--- src/rtl/regmux4_rr_arbiter.sv ---
`default_nettype none
// ============================================================================
// Module      : regmux4_rr_arbiter
// Description : Round-robin arbiter that owns the select of a 4:1 register
//               mux shared by four requesters (A..D) and offers the selected
//               data to one consumer over a valid/ready handshake. Each grant
//               tenure is bounded by MAX_HOLD accepted transfers (0 = no
//               limit). Optional macro REGMUX_ARB_LOCK_EN adds a Lock input
//               that suppresses the MAX_HOLD release while asserted.
// Revision    : 1.0 - initial release
// ============================================================================
module regmux4_rr_arbiter #(
    parameter int INPUT_BIT_WIDTH = 8,
    parameter int BUS_WIDTH       = 2,    // only 2 is supported (four inputs)
    parameter int MAX_HOLD        = 4     // 0..65535, 0 = unlimited tenure
) (
    input  logic                       Clock,
    input  logic                       Reset,
    input  logic [3:0]                 Request,
    input  logic [INPUT_BIT_WIDTH-1:0] InputA,
    input  logic [INPUT_BIT_WIDTH-1:0] InputB,
    input  logic [INPUT_BIT_WIDTH-1:0] InputC,
    input  logic [INPUT_BIT_WIDTH-1:0] InputD,
    input  logic                       Ready,
`ifdef REGMUX_ARB_LOCK_EN
    input  logic                       Lock,
`endif
    output logic [INPUT_BIT_WIDTH-1:0] Output,
    output logic                       Valid,
    output logic [3:0]                 Grant,
    output logic [BUS_WIDTH-1:0]       Select,
    output logic                       Busy
);

    typedef enum logic [0:0] {
        IDLE  = 1'b0,
        GRANT = 1'b1
    } state_t;

    // Hold count value at which the next accepted transfer ends the tenure.
    localparam logic [15:0] HOLD_LAST    = (MAX_HOLD == 0) ? 16'd0 : 16'(MAX_HOLD - 1);
    localparam logic        HOLD_LIMITED = (MAX_HOLD != 0);
    localparam logic [15:0] HOLD_SAT     = 16'hFFFF;

    state_t               state;
    logic [3:0]           grant;
    logic [BUS_WIDTH-1:0] select;
    logic [1:0]           pointer;
    logic [15:0]          hold_count;

    logic                       has_grant;
    logic                       valid;
    logic                       transfer;
    logic                       lock_active;
    logic                       limit_hit;
    logic                       release_now;
    logic [1:0]                 release_ptr;
    logic [1:0]                 pick_ptr;
    logic [1:0]                 pick_idx;
    logic [INPUT_BIT_WIDTH-1:0] data_out;

    // First requesting index found when scanning ptr, ptr+1, ... modulo 4.
    // The scan runs from the farthest offset down so the nearest one wins.
    function automatic logic [1:0] pick_index(input logic [3:0] req, input logic [1:0] ptr);
        logic [1:0] idx;
        logic [1:0] res;
        res = ptr;
        for (int k = 3; k >= 0; k--) begin
            idx = ptr + 2'(k);
            if (req[idx]) begin
                res = idx;
            end
        end
        return res;
    endfunction

`ifdef REGMUX_ARB_LOCK_EN
    // Lock only matters during a tenure; IDLE never looks at the hold limit.
    assign lock_active = Lock;
`else
    assign lock_active = 1'b0;
`endif

    assign has_grant   = |grant;
    assign valid       = has_grant & Request[select];
    assign transfer    = valid & Ready;
    assign limit_hit   = HOLD_LIMITED & transfer & (hold_count == HOLD_LAST) & ~lock_active;
    assign release_now = (state == GRANT) & (~Request[select] | limit_hit);

    // On release the current owner drops to lowest priority.
    assign release_ptr = select + 2'd1;
    assign pick_ptr    = (state == GRANT) ? release_ptr : pointer;
    assign pick_idx    = pick_index(Request, pick_ptr);

    // Data mux: selected input while a grant is held, zero otherwise.
    always_comb begin
        data_out = '0;
        if (has_grant) begin
            case (select)
                2'd0:    data_out = InputA;
                2'd1:    data_out = InputB;
                2'd2:    data_out = InputC;
                default: data_out = InputD;
            endcase
        end
    end

    // Arbitration state machine: grant, handover, tenure counting.
    always_ff @(posedge Clock) begin
        if (Reset) begin
            state      <= IDLE;
            grant      <= 4'b0000;
            select     <= '0;
            pointer    <= 2'd0;
            hold_count <= 16'd0;
        end else begin
            case (state)
                IDLE: begin
                    if (|Request) begin
                        state      <= GRANT;
                        grant      <= 4'b0001 << pick_idx;
                        select     <= pick_idx;
                        hold_count <= 16'd0;
                    end
                end
                GRANT: begin
                    if (release_now) begin
                        pointer    <= release_ptr;
                        hold_count <= 16'd0;
                        if (|Request) begin
                            // Back-to-back handover, possibly to the same owner.
                            grant  <= 4'b0001 << pick_idx;
                            select <= pick_idx;
                        end else begin
                            // Select keeps its last value while idle.
                            state  <= IDLE;
                            grant  <= 4'b0000;
                        end
                    end else if (transfer && (hold_count != HOLD_SAT)) begin
                        hold_count <= hold_count + 16'd1;
                    end
                end
                default: begin
                    state <= IDLE;
                    grant <= 4'b0000;
                end
            endcase
        end
    end

    assign Output = data_out;
    assign Valid  = valid;
    assign Grant  = grant;
    assign Select = select;
    assign Busy   = (state == GRANT);

endmodule
`default_nettype wire

--- config.mk ---
export PLATFORM = sky130hd
export DESIGN_NAME = regmux4_rr_arbiter
export DESIGN_NICKNAME = d
export VERILOG_FILES = /design/src/rtl/regmux4_rr_arbiter.sv
export SDC_FILE = /design/constraint.sdc
export NUM_CORES = 1
export LEC_CHECK = 0
export ABC_AREA = 1
export ABC_CLOCK_PERIOD_IN_PS = 2280
export CORE_MARGIN = 3
export CORE_UTILIZATION = 60
export CTS_CLUSTER_SIZE = 8
export DETAILED_ROUTE_END_ITERATION = 8
export DONT_BUFFER_PORTS = 1
export PLACE_DENSITY = 0.76
export REMOVE_ABC_BUFFERS = 1
export SYNTH_ARGS = -nofsm -noshare
export SYNTH_HDL_FRONTEND = slang
export SYNTH_SLANG_ARGS = --single-unit
--- constraint.sdc ---
create_clock -name Clock -period 2.28 [get_ports Clock]
set_input_delay 0.228 -clock Clock [delete_from_list [all_inputs] [get_ports Clock]]
set_output_delay 0.228 -clock Clock [all_outputs]
set_load 0.005 [all_outputs]
[Word level (Yosys, flattened, before mapping)]
Cells that the tools add are included.
Operators by class
  add/subtract/negate cells: 5
  shift operators: 1
  equality and inequality tests: 7
  order comparisons: 5
  reductions and logical operators: 7
  muxes and demuxes: 31
  bitwise logic cells: 7
Operators with widths (number)
  $mux 16: 3
  $pmux 16 s2: 1
  $pmux 8 s3: 1
  $add 16x1->16 const B: 1
  $eq 16x2->1 const B: 1
  $ne 16x16->1 const B: 1
  $lt 2x3->1 const B: 5
  $mux 2: 7
  $mux 4: 3
  $bmux 1 s2: 5
  $mux 8: 1
  $pmux 4 s2: 1
  $reduce_or 4->1: 2
  $mux 1: 7
  $reduce_and 2->1: 3
  $add 2x1->2 const B: 2
  $add 2x2->2 const B: 2
  $and 1x1->1: 4
  $pmux 2 s2: 1
  $shl 1x2->4 const A: 1
  $ne 3x1->1 const B: 1
  $eq 2x1->1 const B: 1
  $eq 2x2->1 const B: 1
  $logic_not 2->1: 1
  6 further kinds: 7
Word-level totals
  output and inout bits: 16
  bits in registers: 25
  input port bits: 39
  word-level logic and storage cells: 68

[Depth between registers and ports, before layout]
  word-level depth: 13
  mapped depth: 16
  mapped depth without buffers: 16

[Worst setup path before layout]
OpenSTA, ideal clock, no wires.
  path type: register to register
  start: register select[0], in the netlist Select[0]
  end: register select[0], in the netlist Select[0]
  buffers on the path: 0
  data arrival time: 1716 ps
  period minus slack after synthesis: 1825 ps
  library setup time: 109 ps
  cell stages (with the launch flop): 17
  setup slack: 455 ps
  required time: 2171 ps
  cells stage by stage: dfxtp_1 -> inv_2 -> ha_1 -> inv_1 -> nand2_1 -> nand2_1 -> nand2_1 -> nand2_1 -> nand2_1 -> nand2_1 -> nand2_1 -> nand2_1 -> nand2_1 -> nand2_1 -> nand3_1 -> nand2_1 -> inv_1
Between the ends
  longest elaborated chain between the ends: 12
  elaborated cells between the ends (all ways): 29
  those cells by class: add/sub (4); eq/ne (1); mux (18); bitwise (6)
RTL lines
  start, declared: RTL line 47  | logic [BUS_WIDTH-1:0] select;
  start signal, assigned: RTL line 122  | select <= pick_idx;
  start signal, assigned: RTL line 133  | select <= pick_idx;
  $add 2x1->2 *: RTL line 91  | assign release_ptr = select + 2'd1;
  via release_ptr[0]: RTL line 57  | logic [1:0] release_ptr;
  $mux 2 *: RTL line 92  | assign pick_ptr = (state == GRANT) ? release_ptr : pointer;
  $add 2x2->2: RTL line 69  | idx = ptr + 2'(k);
  $bmux 1 s2: RTL line 70  | if (req[idx]) begin
  $mux 1 (not written as such): RTL line 70
  $mux 2 (3 in a row): RTL line 70
  $mux 2 *: RTL line 70
  $mux 2 *: RTL line 119, 130
  $mux 2: RTL line 127  | if (release_now) begin
  $pmux 2 s2 *: RTL line 117  | case (state)
The timed path passes the listed nets; every way through them passes the cells marked *. The select of a mux whose other input is x is not followed.
A chain may end at the register's enable or synchronous reset.

[Worst setup path after layout]
  start: register hold_count[0]
  end: register hold_count[8]
Between the ends
  longest elaborated chain between the ends: 6
  elaborated cells between the ends (all ways): 12
  those cells by class: add/sub (1); eq/ne (3); mux (3); bitwise (3); reduce/logical (2)
RTL lines
  start, declared: RTL line 49  | logic [15:0] hold_count;
  start signal, assigned: RTL line 140  | hold_count <= hold_count + 16'd1;
  parallel branches: the longest is 6 deep, another holds $add 16x1->16
Parallel ways; which one is timed is not known. The select of a mux whose other input is x is not followed.

==> metrics.md <==
| Metric | Value |
|---|---|
| Status | `finished clean` |
| Worst setup EP type | `flop` |
| Post-synthesis cell type count | `35` |
| FMAX | `500.4 MHz` |
| Vias | `2178` |
| CTS tree | `yes` |
| Layout cells sized above 1 | `8.023%` |
| R2r setup slk | `0.28 ns` |
| Grt total ovfl | `0` |
| Clk_lat worst skew | `0.34 ns` |
| CTS Buffer Depth | `2` |
| Worst vdd ir | `0.3674 mV` |
| CP Data Arrival Time | `2.26 ns` |
| DIE AREA | `4300 um2` |
| Largest net degree at the start of global routing | `18` |
| Met3 usage | `4.444%` |
| Filler cells | `343` |
| Hold Slack | `0.01090 ns` |
| Setup crit start kind | `flop` |
| Relative slew slack | `59.69%` |
| Worst Tran Pin Value | `0.6026 ns` |
| Worst hold path class | `input port to flop` |
| Post-layout min period | `1.998 ns` |
| Finish-stage setup viols | `0` |
| Power Density | `792.6 nW/um2` |
| Dpl ws | `0.3464 ns` |
| Site Rows | `21` |
| Worst r2r path cells | `8` |
| Total GRT Usage | `24.06%` |
| Max Clock Skew | `0.01295 ns` |
| Grt met1 use | `30.79%` |
| Post-synth ARST share | `0%` |
| Sequential share of the synthesized area | `23.50%` |
| DR iter-0 viols | `128` |
| Initial antenna violation count | `0` |
| WHS Endpoint | `hold_count[0]` |
| GPL Wtd Cong | `0.8852` |
| First-pass detailed-route iteration total | `7` |
| Initial Util | `62.83%` |
| Final WS setup | `0.2817 ns` |
| Critical path fanouts, max | `9` |
| Yosys reg bits | `25` |
| Chip width | `65.58 um` |
| Worst r2r src | `hold_count[0]` |
| Setup bufs post-CTS | `0` |
| DR DRC count | `0` |
| Max_cap viols | `0` |
| Min-delay src | `Reset` |
| Post-Synthesis Mean Instance Area | `6.067 um2` |
| EDFF count, synth | `0` |
| Fin crit share | `87.64%` |
| Boundary Pins | `55` |
| Die H | `65.58 um` |
| R2R Path End | `hold_count[8]` |
| Synth Warn # | `0` |
| Cell accounting for the most synthesized area | `dfxtp_1` |
| Final Hold Vio Count | `0` |
| Setup_tns | `0 ns` |
| Htree depth | `1` |
| Post-DP HPWL | `3909 um` |
| Vias in the first global route | `1831` |
| Mapped cell area | `2130 um2` |
| Sequential power share | `30.3%` |
| Nets | `394` |
| RSZ-0062 raised after global routing | `false` |
| Clock power frac | `12.2%` |
| WL/cell | `13.06 um` |
| Combinational share of power | `57.6%` |
| Top cells by area, synth | `dfxtp_1 (24%), nand2_1 (19%), nand3_1 (8.7%)` |
| Leading cell types in the layout, fill and taps excluded | `nand2_1 (105), inv_1 (41), nand3_1 (37)` |
| P_leak | `0.9775 nW` |
| Area Overhead vs Synth | `2.996%` |
| GR Util met2 | `42.23%` |
| First-pass GRT wire length | `8286 um` |
| Core ar. | `3390 um2` |
| Switch share | `50.08%` |
| Worst-path clk slew | `0.15 ns` |
| CTS buffer count | `3` |
| Clk root buf | `clkbuf_4` |
| Port bufs | `0` |
| Most common flop cell mapped by yosys | `dfxtp_1` |
| WHS Path Cells | `3` |
| GRT busiest layer | `met2` |
| Commonest non-fill, non-tap cell in the layout | `nand2_1` |
| Post-Synthesis Cells | `351` |
| Worst Path Required | `2.54 ns` |
| Drt total wl | `5159 um` |
| Net Sw Power | `0.8707 mW` |
| Vias per cell | `5.514` |
| Share of the synthesized area in the top cell type | `23.50%` |
| CTS Sinks | `25` |
| Int Power | `0.8678 mW` |
| Ant. Diodes | `0` |
| Critical Setup Path Class | `flop to flop` |
| Slew Limit Fails | `0` |
| Remaining antenna violation count after routing | `0` |
| Final design utilization | `64.71%` |
==> power groups by stage <==
stage | Combinational, mW | Sequential [mW] | Clock (mW)
2_1_floorplan | 0.744 | 0.544 | 0
3_3_place_gp | 0.983 | 0.535 | 0
3_5_place_dp | 0.989 | 0.536 | 0
4_1_cts | 0.997 | 0.526 | 0.220
5_1_grt | 1.13 | 0.533 | 0.231
6_report | 1.00 | 0.526 | 0.211
==> cell families after synthesis <==
kind of cell / share of synthesized area [%]
and+or+nand+nor: 43.60
buffers and inverters: 11.28
AOI/OAI and AO/OA: 14.57
DFF: 23.50
xor gates and xnor gates: 4.113
adders and majority gates: 2.938
==> state kept, by name, indices dropped and copies added, names as in the netlist <==
name / flops
hold_count: 16
pointer: 2
Busy: 1
Grant: 4
Select: 2
==> stage by stage <==
step	power, mW	cell area, um2	std cells
after floorplan	1.289	2061	339
after CTS	1.743	2193	395
after global routing	1.894	2193	395
final	1.739	2193	395
after detailed placement	1.525	2156	390
after global placement	1.518	2156	390
==> critical path, stage by stage, from the launching register on <==
cell	delay [ns]
dfxtp_1	0.43
ha_1	0.23
inv_2	0.08
nor2_4	0.15
nand2_2	0.10
o31ai_4	0.43
buf_4	0.26
nand3_1	0.08
a21oi_1	0.16
==> timing repair <==
| item | CTS | global route |
|---|---|---|
| hold buffers | 1 | 0 |
| hold endpoints to repair | 16 | 0 |
| resized for setup | 0 | 0 |
==> Yosys cell counts, types with 2 or more instances <==
| cell type | number |
|---|---|
| xor2_1 | 8 |
| o21bai_1 | 2 |
| xnor2_1 | 2 |
| inv_1 | 41 |
| nand3b_1 | 9 |
| nand4_1 | 7 |
| nor3_1 | 4 |
| ha_1 | 5 |
| nand3_2 | 3 |
| dfxtp_1 | 25 |
| nand2_2 | 5 |
| a21oi_1 | 26 |
| nand2_1 | 105 |
| buf_4 | 2 |
| nand3_1 | 37 |
| a31oi_1 | 9 |
| o21ai_0 | 12 |
| nor3_2 | 2 |
| inv_2 | 3 |
| nor2_4 | 2 |
| clkbuf_1 | 3 |
| buf_1 | 4 |
| nor2_1 | 22 |
| buf_6 | 2 |
==> cell type report <==
type / instances / area [um2] / area share, %
repair buffers: 6 / 47.55 / 2.168
clock buffers: 3 / 22.52 / 1.027
clock inverters: 1 / 5.005 / 0.2282
multi-input cells: 269 / 1389 / 63.32
flip-flops and latches: 25 / 500.5 / 22.82
well taps: 46 / 57.56 / 2.624
inverters: 45 / 171.4 / 7.815
==> layer usage <==
metal	part of all wire (%)	routed length (um)
met5	0	0
met4	0.68	35
met3	8.1	420
met2	48	2465
met1	43	2239
==> how the worst max path moves through the flow <==
| stage | from | end | slack, ns | cells after the start |
|---|---|---|---|---|
| after CTS | hold_count[0] | hold_count[8] | 0.31 | 8 |
| final | hold_count[0] | hold_count[8] | 0.28 | 8 |
| after floorplan | Select[0] | Select[0] | 0.43 | 16 |
| after detailed placement | hold_count[0] | hold_count[8] | 0.35 | 8 |
| after global routing | Select[0] | Grant[0] | 0.13 | 15 |
| after global placement | hold_count[0] | hold_count[2] | 0.40 | 8 |
Power figures use the tool's default switching activity.
